==> src/rtl/grant_index_decoder.sv <==
// grant_index_decoder: registered index-to-one-hot grant issuer with a one-cycle release bubble.
// Define GRANT_TIMEOUT_EN to force release after hold_max GRANT cycles.
module grant_index_decoder #(
   parameter int unsigned vector_length = 8,
   parameter int unsigned index_length  = $clog2(vector_length),
   parameter int unsigned hold_max      = 15
) (
   input  logic                     clk,
   input  logic                     rst_n,
   input  logic                     idx_valid,
   input  logic [index_length-1:0]  idx,
   output logic                     idx_ready,
   output logic [vector_length-1:0] grant,
   output logic [index_length-1:0]  grant_idx,
   output logic                     grant_valid,
   input  logic                     grant_done,
   output logic                     idx_err,
   output logic                     timeout
);

   typedef enum logic [1:0] {IDLE, GRANT, RELEASE} state_e;

   localparam int unsigned              CNT_W   = $clog2(hold_max + 1);
   localparam logic [index_length:0]    VEC_LEN = (index_length + 1)'(vector_length);
   localparam logic [vector_length-1:0] ONE     = vector_length'(1);

   state_e                   state_q;
   logic [vector_length-1:0] grant_q;
   logic [index_length-1:0]  grant_idx_q;
   logic                     grant_valid_q;
   logic                     idx_err_q;
   logic                     timeout_q;
   logic                     in_range;
   logic                     expire;

   assign in_range = ({1'b0, idx} < VEC_LEN);

`ifdef GRANT_TIMEOUT_EN
   logic [CNT_W-1:0] hold_cnt_q;

   assign expire = (hold_cnt_q == CNT_W'(hold_max - 1));

   // Saturating: the counter parks at its maximum rather than wrapping.
   always_ff @(posedge clk or negedge rst_n) begin
      if (!rst_n) begin
         hold_cnt_q <= '0;
      end else if (state_q == IDLE) begin
         hold_cnt_q <= '0;
      end else if (state_q == GRANT && hold_cnt_q != '1) begin
         hold_cnt_q <= hold_cnt_q + CNT_W'(1);
      end
   end
`else
   logic [CNT_W-1:0] unused_hold_width;

   assign unused_hold_width = '0;
   assign expire            = 1'b0;
`endif

   always_ff @(posedge clk or negedge rst_n) begin
      if (!rst_n) begin
         state_q       <= IDLE;
         grant_q       <= '0;
         grant_idx_q   <= '0;
         grant_valid_q <= 1'b0;
         idx_err_q     <= 1'b0;
         timeout_q     <= 1'b0;
      end else begin
         idx_err_q <= 1'b0;
         timeout_q <= 1'b0;
         case (state_q)
            IDLE: begin
               if (idx_valid) begin
                  if (in_range) begin
                     grant_q       <= ONE << idx;
                     grant_idx_q   <= idx;
                     grant_valid_q <= 1'b1;
                     state_q       <= GRANT;
                  end else begin
                     idx_err_q <= 1'b1;
                  end
               end
            end
            GRANT: begin
               // A completion on the expiry cycle takes precedence; no timeout pulse then.
               if (grant_done || expire) begin
                  grant_q       <= '0;
                  grant_valid_q <= 1'b0;
                  timeout_q     <= ~grant_done;
                  state_q       <= RELEASE;
               end
            end
            RELEASE: state_q <= IDLE;
            default: state_q <= IDLE;
         endcase
      end
   end

   assign idx_ready   = (state_q == IDLE);
   assign grant       = grant_q;
   assign grant_idx   = grant_idx_q;
   assign grant_valid = grant_valid_q;
   assign idx_err     = idx_err_q;
   assign timeout     = timeout_q;

endmodule
==> config.mk <==
export PLATFORM = sky130hd
export DESIGN_NAME = grant_index_decoder
export DESIGN_NICKNAME = d
export VERILOG_FILES = /design/src/rtl/grant_index_decoder.sv
export SDC_FILE = /design/constraint.sdc
export NUM_CORES = 1
export LEC_CHECK = 0
export ABC_CLOCK_PERIOD_IN_PS = 2400
export BUFFER_PORTS_ARGS = -buffer_cell sky130_fd_sc_hd__buf_4
export CORE_AREA = 2 2 39 41
export DETAILED_ROUTE_END_ITERATION = 10
export DIE_AREA = 0 0 41 43
export GPL_TIMING_DRIVEN = 0
export HOLD_SLACK_MARGIN = 0.15
export PLACE_DENSITY = 0.81
export SLEW_MARGIN = 40
export SYNTH_ARGS = -nofsm -noshare
export SYNTH_HDL_FRONTEND = slang
export SYNTH_SLANG_ARGS = --single-unit
==> constraint.sdc <==
create_clock -name clk -period 2.4 [get_ports clk]
set_clock_uncertainty 0.05 [all_clocks]
set_input_delay 0.48 -clock clk [delete_from_list [all_inputs] [get_ports clk]]
set_output_delay 0.48 -clock clk [all_outputs]
set_load 0.01 [all_outputs]
==> results of run 1 <==
[metrics by stage]
stage | power, mW | instances | hold WS (ns) | cell area (sq um)
after detailed placement | 0.579 | 85 | 0.288 | 766
after global routing | 0.785 | 90 | 0.370 | 812
after floorplan | 0.459 | 52 | 0.134 | 618
final | 0.741 | 90 | 0.359 | 812
after CTS | 0.743 | 90 | 0.358 | 812
after global placement | 0.567 | 85 | 0.285 | 766
[power breakdown]
group	leakage [nW]	internal [mW]	total, mW	switching [mW]
Sequential	0.181	0.291	0.327	0.0361
Combinational	0.215	0.132	0.249	0.117
Clock	0.0210	0.0921	0.165	0.0728
Total	0.417	0.515	0.741	0.226
[registers in the layout, indices dropped and copies added, names as in the netlist]
register,cells
grant,8
grant_idx,3
grant_valid,1
state_q,2
[cells in the mapped netlist (2+ instances only)]
cell type / count / area, sq um
a32o_1: 3 / 30.0
dfrtp_1: 14 / 350
mux2_2: 5 / 56.3
o21ai_0: 3 / 15.0
nand2_1: 2 / 7.51
inv_1: 4 / 15.0
nor4_1: 2 / 12.5
clkbuf_1: 2 / 7.51
nor2_1: 2 / 7.51
buf_4: 2 / 15.0
[kinds of logic (layout without fill, tap and decap cells)]
group | after synthesis | count (layout) | synth area share
buf+inv | 8 | 30 | 0.0611
other cells | 1 | 2 | 0.00610
simple gates | 13 | 13 | 0.126
flops | 14 | 14 | 0.570
mux | 6 | 6 | 0.108
compound gates | 9 | 9 | 0.128
[what timing repair did]
item | in CTS | in global routing
hold buffers | 1 | 0
endpoints found under the setup margin | 0 | 0
endpoints found under the hold margin | 14 | 0
[cell type report]
type / instances / area share
Sequential cell: 14 / 0.431
Multi-Input combinational cell: 30 / 0.284
Timing Repair Buffer: 18 / 0.169
Clock buffer: 4 / 0.0447
Buffer: 4 / 0.0277
Tap cell: 16 / 0.0247
Inverter: 4 / 0.0185
[how the worst max path moves through the flow]
stage	from	slack, ns	to
floorplan	idx_valid	1.05	grant_idx[0]$_DFFE_PN0P_
global placement	idx_valid	0.79	grant[5]$_DFFE_PN0P_
detailed placement	idx_valid	0.76	grant[7]$_DFFE_PN0P_
CTS	state_q[0]$_DFFE_PN0P_	0.89	idx_ready
global route	state_q[1]$_DFFE_PN0P_	0.80	grant[5]$_DFFE_PN0P_
finish	state_q[0]$_DFFE_PN0P_	0.90	idx_ready
[layer usage]
metal	up-vias	part of all wire	track usage
met4	0	0	0.0400
met2	14	0.50	0.241
met3	0	0.047	0.0471
li1	226	-	-
met5	-	0	0
met1	231	0.45	0.216
[worst max-delay path: stages (launching register included)]
cell     delay [ns]
dfrtp_1        0.42
nor2_1         0.15
buf_4          0.14
==> summary.md, run 1 <==
| Metric | Value |
|---|---|
| Post-CTS setup buffer count | `0` |
| Max-cap violation count | `0` |
| Multi-input gate area | `230 sq um` |
| Commonest non-fill, non-tap cell in the layout | `buf_4` |
| Hold Violations, Final | `0` |
| First-pass GRT wire length | `1890 um` |
| Largest net degree at the start of global routing | `15` |
| Vias | `471` |
| Antenna violations before repair | `0` |
| Buffers on Ports | `17` |
| CTS tree | `built` |
| Worst Hold Class | `primary input to flip-flop` |
| Slew headroom | `0.627` |
| Peak supply drop | `roughly 0.55 mV` |
| EDFF count, synth | `0` |
| CP Launch Type | `flip-flop` |
| I/O pins | `22` |
| R2R cell count | `3` |
| Clk_lat worst skew | `0.27 ns` |
| Clk root buf | `clkbuf_4` |
| Die Span Y | `43 um` |
| Yosys warning total | `0` |
| Grt total ovfl | `0` |
| Hold path endpoint | `state_q[0]$_DFFE_PN0P_` |
| Mapped Cells | `51` |
| Highest clock rate | `approximately 670 MHz` |
| Cell Pwr Density | `912 mW/mm^2` |
| Fin crit share | `0.626` |
| Maximum root-to-sink buffer count | `2` |
| Routed length per placed instance | `13.0 um` |
| Clock transition at path regs | `approximately 0.08 ns` |
| Pre-CTS setup slack | `0.762 ns` |
| Setup TNS | `0 ns` |
| Most frequent cells in the layout | `19 x buf_4, 14 x dfrtp_1, 5 x mux2_2` |
| Critical setup path kind | `flip-flop to output port` |
| Row cnt | `14` |
| Filler cells | `120` |
| Area Growth Syn to Fin | `32.2%` |
| H-tree depth | `1` |
| RSZ-0062 raised after global routing | `no` |
| Number of synthesized register bits | `14` |
| Synth cell types | `22` |
| Setup violators final | `0` |
| Share of layout cells above drive strength 1 | `0.432` |
| R2R setup slack | `0.90 ns` |
| Worst setup margin | `around 0.9 ns` |
| RePlAce Congestion | `0.720` |
| Sequential share of the synthesized area | `0.570` |
| Status | `finished, final reports clean` |
| GR Util All Layers | `0.158` |
| Number of global-route vias before repair | `between 400 and 500` |
| Ys flop type | `dfrtp_1` |
| Period minus WS final | `1.50 ns` |
| Post-DP HPWL | `approximately 880 um` |
| Final Core Density | `0.587` |
| Post-route antenna net violation count | `0` |
| Die area | `0.00176 sq mm` |
| Mapped Area | `614 sq um` |
| Cts repair resizes | `0` |
| Worst-margin pin slew | `0.559 ns` |
| Required time of the critical path | `~1.9 ns` |
| Crit. End Element | `output port` |
| Initial Util | `0.444` |
| R2r startpoint | `state_q[0]$_DFFE_PN0P_` |
| Worst Hold Launch | `grant_done` |
| Initial drt markers | `4` |
| Core area | `approximately 0.0014 sq mm` |
| LEAKAGE | `~0.42 nW` |
| Storage cell area | `350 sq um` |
| Data arrival time of the worst path | `0.97 ns` |
| Post-Syn Area per Cell | `about 12 sq um` |
| Horiz. Die Dim | `just over 40 um` |
| Crit path max fanout | `4` |
| Residual DRC count | `0` |
| Clock Sinks | `14` |
| Ant diodes | `0` |
| Final net count | `between 80 and 90` |
| DR vias/cell | `5.23` |
| R2R Path End | `grant[7]$_DFFE_PN0P_` |
| Worst hold path cell count | `2` |
| TritonRoute pass-1 iters | `2` |
| Ys async rst share | `1.00` |
| Num CTS Buffers | `3` |
| Total wire length | `1170 um` |
| Max Slew Vio Count | `0` |
Note: power is estimated with default switching activity, not from simulation.
==> inputs of run 2 (changes only) <==
Settings changed: ABC_CLOCK_PERIOD_IN_PS 2400 to 1400, CORE_AREA 2 2 39 41 to default, CORE_MARGIN from default to 2, CORE_UTILIZATION from default to 46, DIE_AREA 0 0 41 43 to default.
Clock period 2.4 ns to 1.4 ns, I/O delays scaled along.
==> run 2 against run 1 <==
  * Cell area decreased by 0.62%
  * Via count decreased by 0.64%
  * Register-to-register slack got worse by 0.83 ns
  * Cell count decreased by 2.2%
  * Worst hold slack got worse by 0.19 ns
  * Non-clock buffer count unchanged
  * Flip-flop and latch count unchanged
  * Critical path depth unchanged
  * Global-route usage increased by 2.6 points
==> summary.md, run 2 (same netlist as run 1, synthesis figures left out) <==
| Metric | Value |
|---|---|
| Min Hold Slack | `0.166 ns (was 0.359 ns)` |
| Storage cell area | `350 sq um (unchanged)` |
| Buffers on Ports | `17 (unchanged)` |
| Filler cells | `122 (was 120)` |
| Initial Util | `0.484 (was 0.444)` |
| CTS tree | `built (unchanged)` |
| Fin crit share | `0.983` |
| Critical setup path kind | `flip-flop to output port (unchanged)` |
| I/O pins | `22 (unchanged)` |
| DR vias/cell | `5.32 (was 5.23)` |
| Highest clock rate | `726 MHz` |
| Die area | `0.00164 sq mm (was 0.00176 sq mm)` |
| Cell Pwr Density | `1500 mW/mm^2 (was 912 mW/mm^2)` |
| Clock transition at path regs | `0.07 ns (was 0.08 ns)` |
| Routed length per placed instance | `13.9 um (was 13.0 um)` |
| Commonest non-fill, non-tap cell in the layout | `buf_4 (unchanged)` |
| Ant diodes | `0 (unchanged)` |
| Final instance area | `807 sq um (was 812 sq um)` |
| Number of global-route vias before repair | `455 (was 427)` |
| Max reg flops | `8 (unchanged)` |
| Crit path max fanout | `6 (was 4)` |
| Post-CTS setup buffer count | `0 (unchanged)` |
| Placed Area | `764 sq um (was 766 sq um)` |
| Peak supply drop | `0.937 mV (was 0.549 mV)` |
| CP max-delay cell | `dfrtp_1 (unchanged)` |
| Worst Hold Class | `primary input to flip-flop (unchanged)` |
| Num CTS Buffers | `3 (unchanged)` |
| Max Slew Vio Count | `0 (unchanged)` |
| Initial drt markers | `2 (was 4)` |
| Antenna violations before repair | `0 (unchanged)` |
| LEAKAGE | `0.413 nW (was 0.417 nW)` |
| Post-DP HPWL | `938 um (was 876 um)` |
| Crit. End Element | `output port (unchanged)` |
| Area Growth Syn to Fin | `31.4% (was 32.2%)` |
| Hold Violations, Final | `0 (unchanged)` |
| Data arrival time of the worst path | `1.05 ns (was 0.97 ns)` |
| Grt total ovfl | `0 (unchanged)` |
| Clk root buf | `clkbuf_4 (unchanged)` |
| Residual DRC count | `0 (unchanged)` |
| Period minus WS final | `1.38 ns` |
| Largest net degree at the start of global routing | `15 (unchanged)` |
| Placed insts | `84 (was 85)` |
| Max-cap violation count | `0 (unchanged)` |
| Setup TNS | `0 ns (unchanged)` |
| Total wire length | `1230 um (was 1170 um)` |
| Clk_lat worst skew | `0.26 ns (was 0.27 ns)` |
| Most frequent cells in the layout | `19 x buf_4, 14 x dfrtp_1, 5 x mux2_2 (unchanged)` |
| Multi-input gate area | `240 sq um (was 230 sq um)` |
| Required time of the critical path | `1.07 ns (was 1.87 ns)` |
| Core area | `0.00127 sq mm (was 0.00138 sq mm)` |
| Setup violators final | `0 (unchanged)` |
| Status | `finished, final reports clean (unchanged)` |
| GR Util All Layers | `0.184 (was 0.158)` |
| First-pass GRT wire length | `1900 um (was 1890 um)` |
| RePlAce Congestion | `0.773 (was 0.720)` |
| Post-route antenna net violation count | `0 (unchanged)` |
| CP max stage delay | `0.45 ns (was 0.42 ns)` |
| H-tree depth | `1 (unchanged)` |
| Final net count | `82 (unchanged)` |
| Horiz. Die Dim | `40.5 um (was 41 um)` |
| Cells along the critical path | `nor2_1, buf_4 (unchanged)` |
| TritonRoute pass-1 iters | `4 (was 2)` |
| CP Launch Type | `flip-flop (unchanged)` |
| Vias | `468 (was 471)` |
| Row cnt | `13 (was 14)` |
| Post-route insts no fill | `88 (was 90)` |
| Maximum root-to-sink buffer count | `2 (unchanged)` |
| Die Span Y | `40.5 um (was 43 um)` |
| Clock Sinks | `14 (unchanged)` |
| Share of layout cells above drive strength 1 | `0.466 (was 0.432)` |
==> run 2: power by group <==
part / internal, mW / total, mW / leakage [nW] / switching, mW
logic: 0.231 / 0.433 / 0.218 / 0.202
registers: 0.499 / 0.566 / 0.181 / 0.0666
clock network: 0.0994 / 0.212 / 0.0138 / 0.113
total: 0.830 / 1.21 / 0.413 / 0.381
==> run 2: per-layer routing <==
metal / wire, um / vias to the layer above / track usage
met5: 0 / - / 0
met1: 501 / 225 / 0.224
met2: 604 / 19 / 0.286
li1: - / 220 / -
met3: 93 / 4 / 0.0611
met4: 26 / 0 / 0.100
==> run 2: timing repair <==
item / CTS / global route
resized for setup: 1 / 2
endpoints found under the setup margin: 6 / 4
hold buffers: 1 / 0
hold endpoints to repair: 14 / 0
pin swaps: 0 / 0
==> run 2: final timing paths <==
check / slack [ns] / cells past startpoint / endpoint / from
min in group asynchronous: 0.34 / 2 / grant_idx[0]$_DFFE_PN0P_ / rst_n
worst max-delay path: 0.02 / 2 / idx_ready / state_q[1]$_DFFE_PN0P_
max in group asynchronous: 0.79 / 2 / state_q[0]$_DFFE_PN0P_ / rst_n
worst max register to register: 0.07 / 3 / grant[3]$_DFFE_PN0P_ / state_q[0]$_DFFE_PN0P_
worst min-delay path: 0.17 / 2 / state_q[0]$_DFFE_PN0P_ / grant_done
worst min register to register: 0.45 / 1 / grant_idx[2]$_DFFE_PN0P_ / grant_idx[2]$_DFFE_PN0P_
==> run 2: area by class of cell <==
type                            count  share of cell area
Timing Repair Buffer               18               0.171
Buffer                              4              0.0279
Inverter                            4              0.0186
Sequential cell                    14               0.434
Clock buffer                        3              0.0279
Tap cell                           15              0.0233
Multi-Input combinational cell     30               0.298
==> run 2: metrics by stage <==
step	setup WS [ns]	utilization	total power, mW
finish	0.0232	0.636	1.21
CTS	0.0340	0.632	1.22
floorplan	0.107	-	0.786
global route	-0.0101	0.636	1.29
detailed placement	-0.125	0.603	0.994
global placement	-0.0736	0.603	0.976
==> run 2: worst max-delay path, delay by kind of cell, from the launching register on <==
family,cells,cell delay [ns]
flip-flops,1,0.45
AND/OR/NAND/NOR,1,0.18
buffers and inverters,1,0.15
==> inputs of run 3 (changes only) <==
Settings changed: CELL_PAD_IN_SITES_DETAIL_PLACEMENT from default to 0, CELL_PAD_IN_SITES_GLOBAL_PLACEMENT from default to 1, CORE_UTILIZATION 46 to 35, PLACE_DENSITY 0.81 to 0.8.
==> run 3 against run 2 <==
  * Die area rose by 28%
  * Critical path depth increased by 1
  * Utilization decreased by 15 points
  * Highest routed layer unchanged
  * Sequential power down 0.7%
==> summary.md, run 3 (same netlist as run 1, synthesis figures left out) <==
| Metric | Value |
|---|---|
| Status | `finished, final reports clean (unchanged)` |
| Largest net degree at the start of global routing | `15 (unchanged)` |
| Critical setup path kind | `flip-flop to flip-flop (was flip-flop to output port)` |
| RePlAce Congestion | `0.710 (was 0.773)` |
| Net Sw Frac | `0.312 (was 0.315)` |
| Number of global-route vias before repair | `477 (was 455)` |
| Peak supply drop | `0.743 mV (was 0.937 mV)` |
| CTS tree | `built (unchanged)` |
| Initial Util | `0.364 (was 0.484)` |
| Ant diodes | `0 (unchanged)` |
| Die area | `0.00211 sq mm (was 0.00164 sq mm)` |
| Total wire length | `1190 um (was 1230 um)` |
| CP Launch Type | `flip-flop (unchanged)` |
| Clock Sinks | `14 (unchanged)` |
| Buffers on Ports | `17 (unchanged)` |
| Share of layout cells above drive strength 1 | `0.473 (was 0.466)` |
| Routed length per placed instance | `13.0 um (was 13.9 um)` |
| Vias | `463 (was 468)` |
| Most frequent cells in the layout | `19 x buf_4, 13 x dfrtp_1, 5 x mux2_2 (was 19 x buf_4, 14 x dfrtp_1, 5 x mux2_2)` |
| Post-route antenna net violation count | `0 (unchanged)` |
| DR vias/cell | `5.09 (was 5.32)` |
| H-tree depth | `1 (unchanged)` |
| Period minus WS final | `1.34 ns (was 1.38 ns)` |
| Register share of total power | `0.465 (was 0.467)` |
| Worst Hold Class | `primary input to flip-flop (unchanged)` |
| Horiz. Die Dim | `45.9 um (was 40.5 um)` |
| Cell Pwr Density | `1470 mW/mm^2 (was 1500 mW/mm^2)` |
| Data arrival time of the worst path | `1.47 ns (was 1.05 ns)` |
| Core area | `0.00169 sq mm (was 0.00127 sq mm)` |
| LEAKAGE | `0.416 nW (was 0.413 nW)` |
| Crit path max fanout | `5 (was 6)` |
| Pre-CTS setup slack | `-0.0856 ns (was -0.125 ns)` |
| Psw | `377 uW (was 381 uW)` |
| Initial drt markers | `3 (was 2)` |
| RSZ-0062 raised after global routing | `yes` |
| First-pass GRT wire length | `2060 um (was 1900 um)` |
| Worst setup margin | `0.0567 ns (was 0.0232 ns)` |
| Num CTS Buffers | `3 (unchanged)` |
| CP max stage delay | `0.43 ns (was 0.45 ns)` |
| Highest clock rate | `744 MHz (was 726 MHz)` |
| Crit. End Element | `flip-flop (was output port)` |
| Post-DP HPWL | `876 um (was 938 um)` |
| I/O pins | `22 (unchanged)` |
| Grt total ovfl | `0 (unchanged)` |
| Cells along the critical path | `mux2i_1, or2_4, o41ai_2 (was nor2_1, buf_4)` |
| Clock share of power | `0.181 (was 0.175)` |
| Hold Violations, Final | `0 (unchanged)` |
| Max-cap violation count | `0 (unchanged)` |
| Internal | `832 uW (was 830 uW)` |
| Required time of the critical path | `1.52 ns (was 1.07 ns)` |
| Residual DRC count | `0 (unchanged)` |
| TritonRoute pass-1 iters | `4 (unchanged)` |
| Setup violators final | `0 (unchanged)` |
| Fin crit share | `0.959 (was 0.983)` |
| Clk_lat worst skew | `0.27 ns (was 0.26 ns)` |
| Family with the most delay on the worst path | `flip-flops (unchanged)` |
| Max reg flops | `8 (unchanged)` |
| Area Growth Syn to Fin | `33.6% (was 31.4%)` |
| Die Span Y | `45.9 um (was 40.5 um)` |
| GR Util All Layers | `0.140 (was 0.184)` |
| Commonest non-fill, non-tap cell in the layout | `buf_4 (unchanged)` |
| Final net count | `83 (was 82)` |
| Clock transition at path regs | `0.08 ns (was 0.07 ns)` |
| CP max-delay cell | `dfrtp_1 (unchanged)` |
| Setup TNS | `0 ns (unchanged)` |
| Max Slew Vio Count | `0 (unchanged)` |
| Antenna violations before repair | `0 (unchanged)` |
| Row cnt | `15 (was 13)` |
| Clk root buf | `clkbuf_4 (unchanged)` |
| WP buf/inv | `0 (was 1)` |
| Maximum root-to-sink buffer count | `2 (unchanged)` |
| Power share of the combinational group | `0.355 (was 0.358)` |
==> run 3: changes by cell type in the layout (fill, tap and decap cells not counted), sizes merged <==
cell         before  now
dlygate4sd3       1    2
==> run 3: layout make-up <==
cell class | count | area [sq um]
buffer | 4 | 22.5
clock buffer | 3 | 22.5
fill | 160 | 868
inverter | 4 | 15.0
multi-input combinational | 30 | 240
sequential | 14 | 352
tap | 17 | 21.3
timing repair buffer | 19 | 148
==> run 3: final timing paths <==
| kind | end | startpoint | cells past startpoint | slack (ns) |
|---|---|---|---|---|
| max | grant[3]$_DFFE_PN0P_ | state_q[0]$_DFFE_PN0P_ | 3 | 0.06 |
| min in group asynchronous | grant_valid$_DFFE_PN0P_ | rst_n | 2 | 0.34 |
| max reg2reg | grant[3]$_DFFE_PN0P_ | state_q[0]$_DFFE_PN0P_ | 3 | 0.06 |
| min | grant[3]$_DFFE_PN0P_ | idx[2] | 2 | 0.18 |
| min reg2reg | grant_idx[2]$_DFFE_PN0P_ | grant_idx[2]$_DFFE_PN0P_ | 1 | 0.44 |
| max in group asynchronous | state_q[1]$_DFFE_PN0P_ | rst_n | 2 | 0.78 |
==> run 3: stage by stage <==
| step | instances | instance area [sq um] | hold slack [ns] | util | power, mW |
|---|---|---|---|---|---|
| final | 91 | 821 | 0.177 | 0.486 | 1.21 |
| after global routing | 91 | 821 | 0.173 | 0.486 | 1.30 |
| after CTS | 91 | 815 | 0.166 | 0.482 | 1.22 |
| after detailed placement | 86 | 767 | 0.0892 | 0.454 | 0.990 |
| after global placement | 86 | 767 | 0.0885 | 0.454 | 0.979 |
| after floorplan | 52 | 618 | -0.0656 | - | 0.786 |
==> run 3: power groups by stage <==
stage | clock [mW] | combinational [mW] | sequential [mW]
6_report | 0.218 | 0.429 | 0.562
3_5_place_dp | 0 | 0.423 | 0.567
2_1_floorplan | 0 | 0.187 | 0.599
3_3_place_gp | 0 | 0.417 | 0.563
5_1_grt | 0.249 | 0.468 | 0.578
4_1_cts | 0.231 | 0.430 | 0.562
==> run 3: timing repair <==
action                     4_1_cts  5_1_grt
resized for setup                1        3
setup endpoints to repair        6        3
buffers inserted                 0        0
hold endpoints to repair        15        0
hold buffers                     2        0
==> run 3: routing by layer <==
| metal | vias to the layer above | share of wire | GRT usage |
|---|---|---|---|
| li1 | 223 | - | - |
| met1 | 225 | 0.46 | 0.183 |
| met2 | 13 | 0.47 | 0.203 |
| met3 | 2 | 0.059 | 0.0397 |
| met4 | 0 | 0.013 | 0.0857 |
| met5 | - | 0 | 0 |
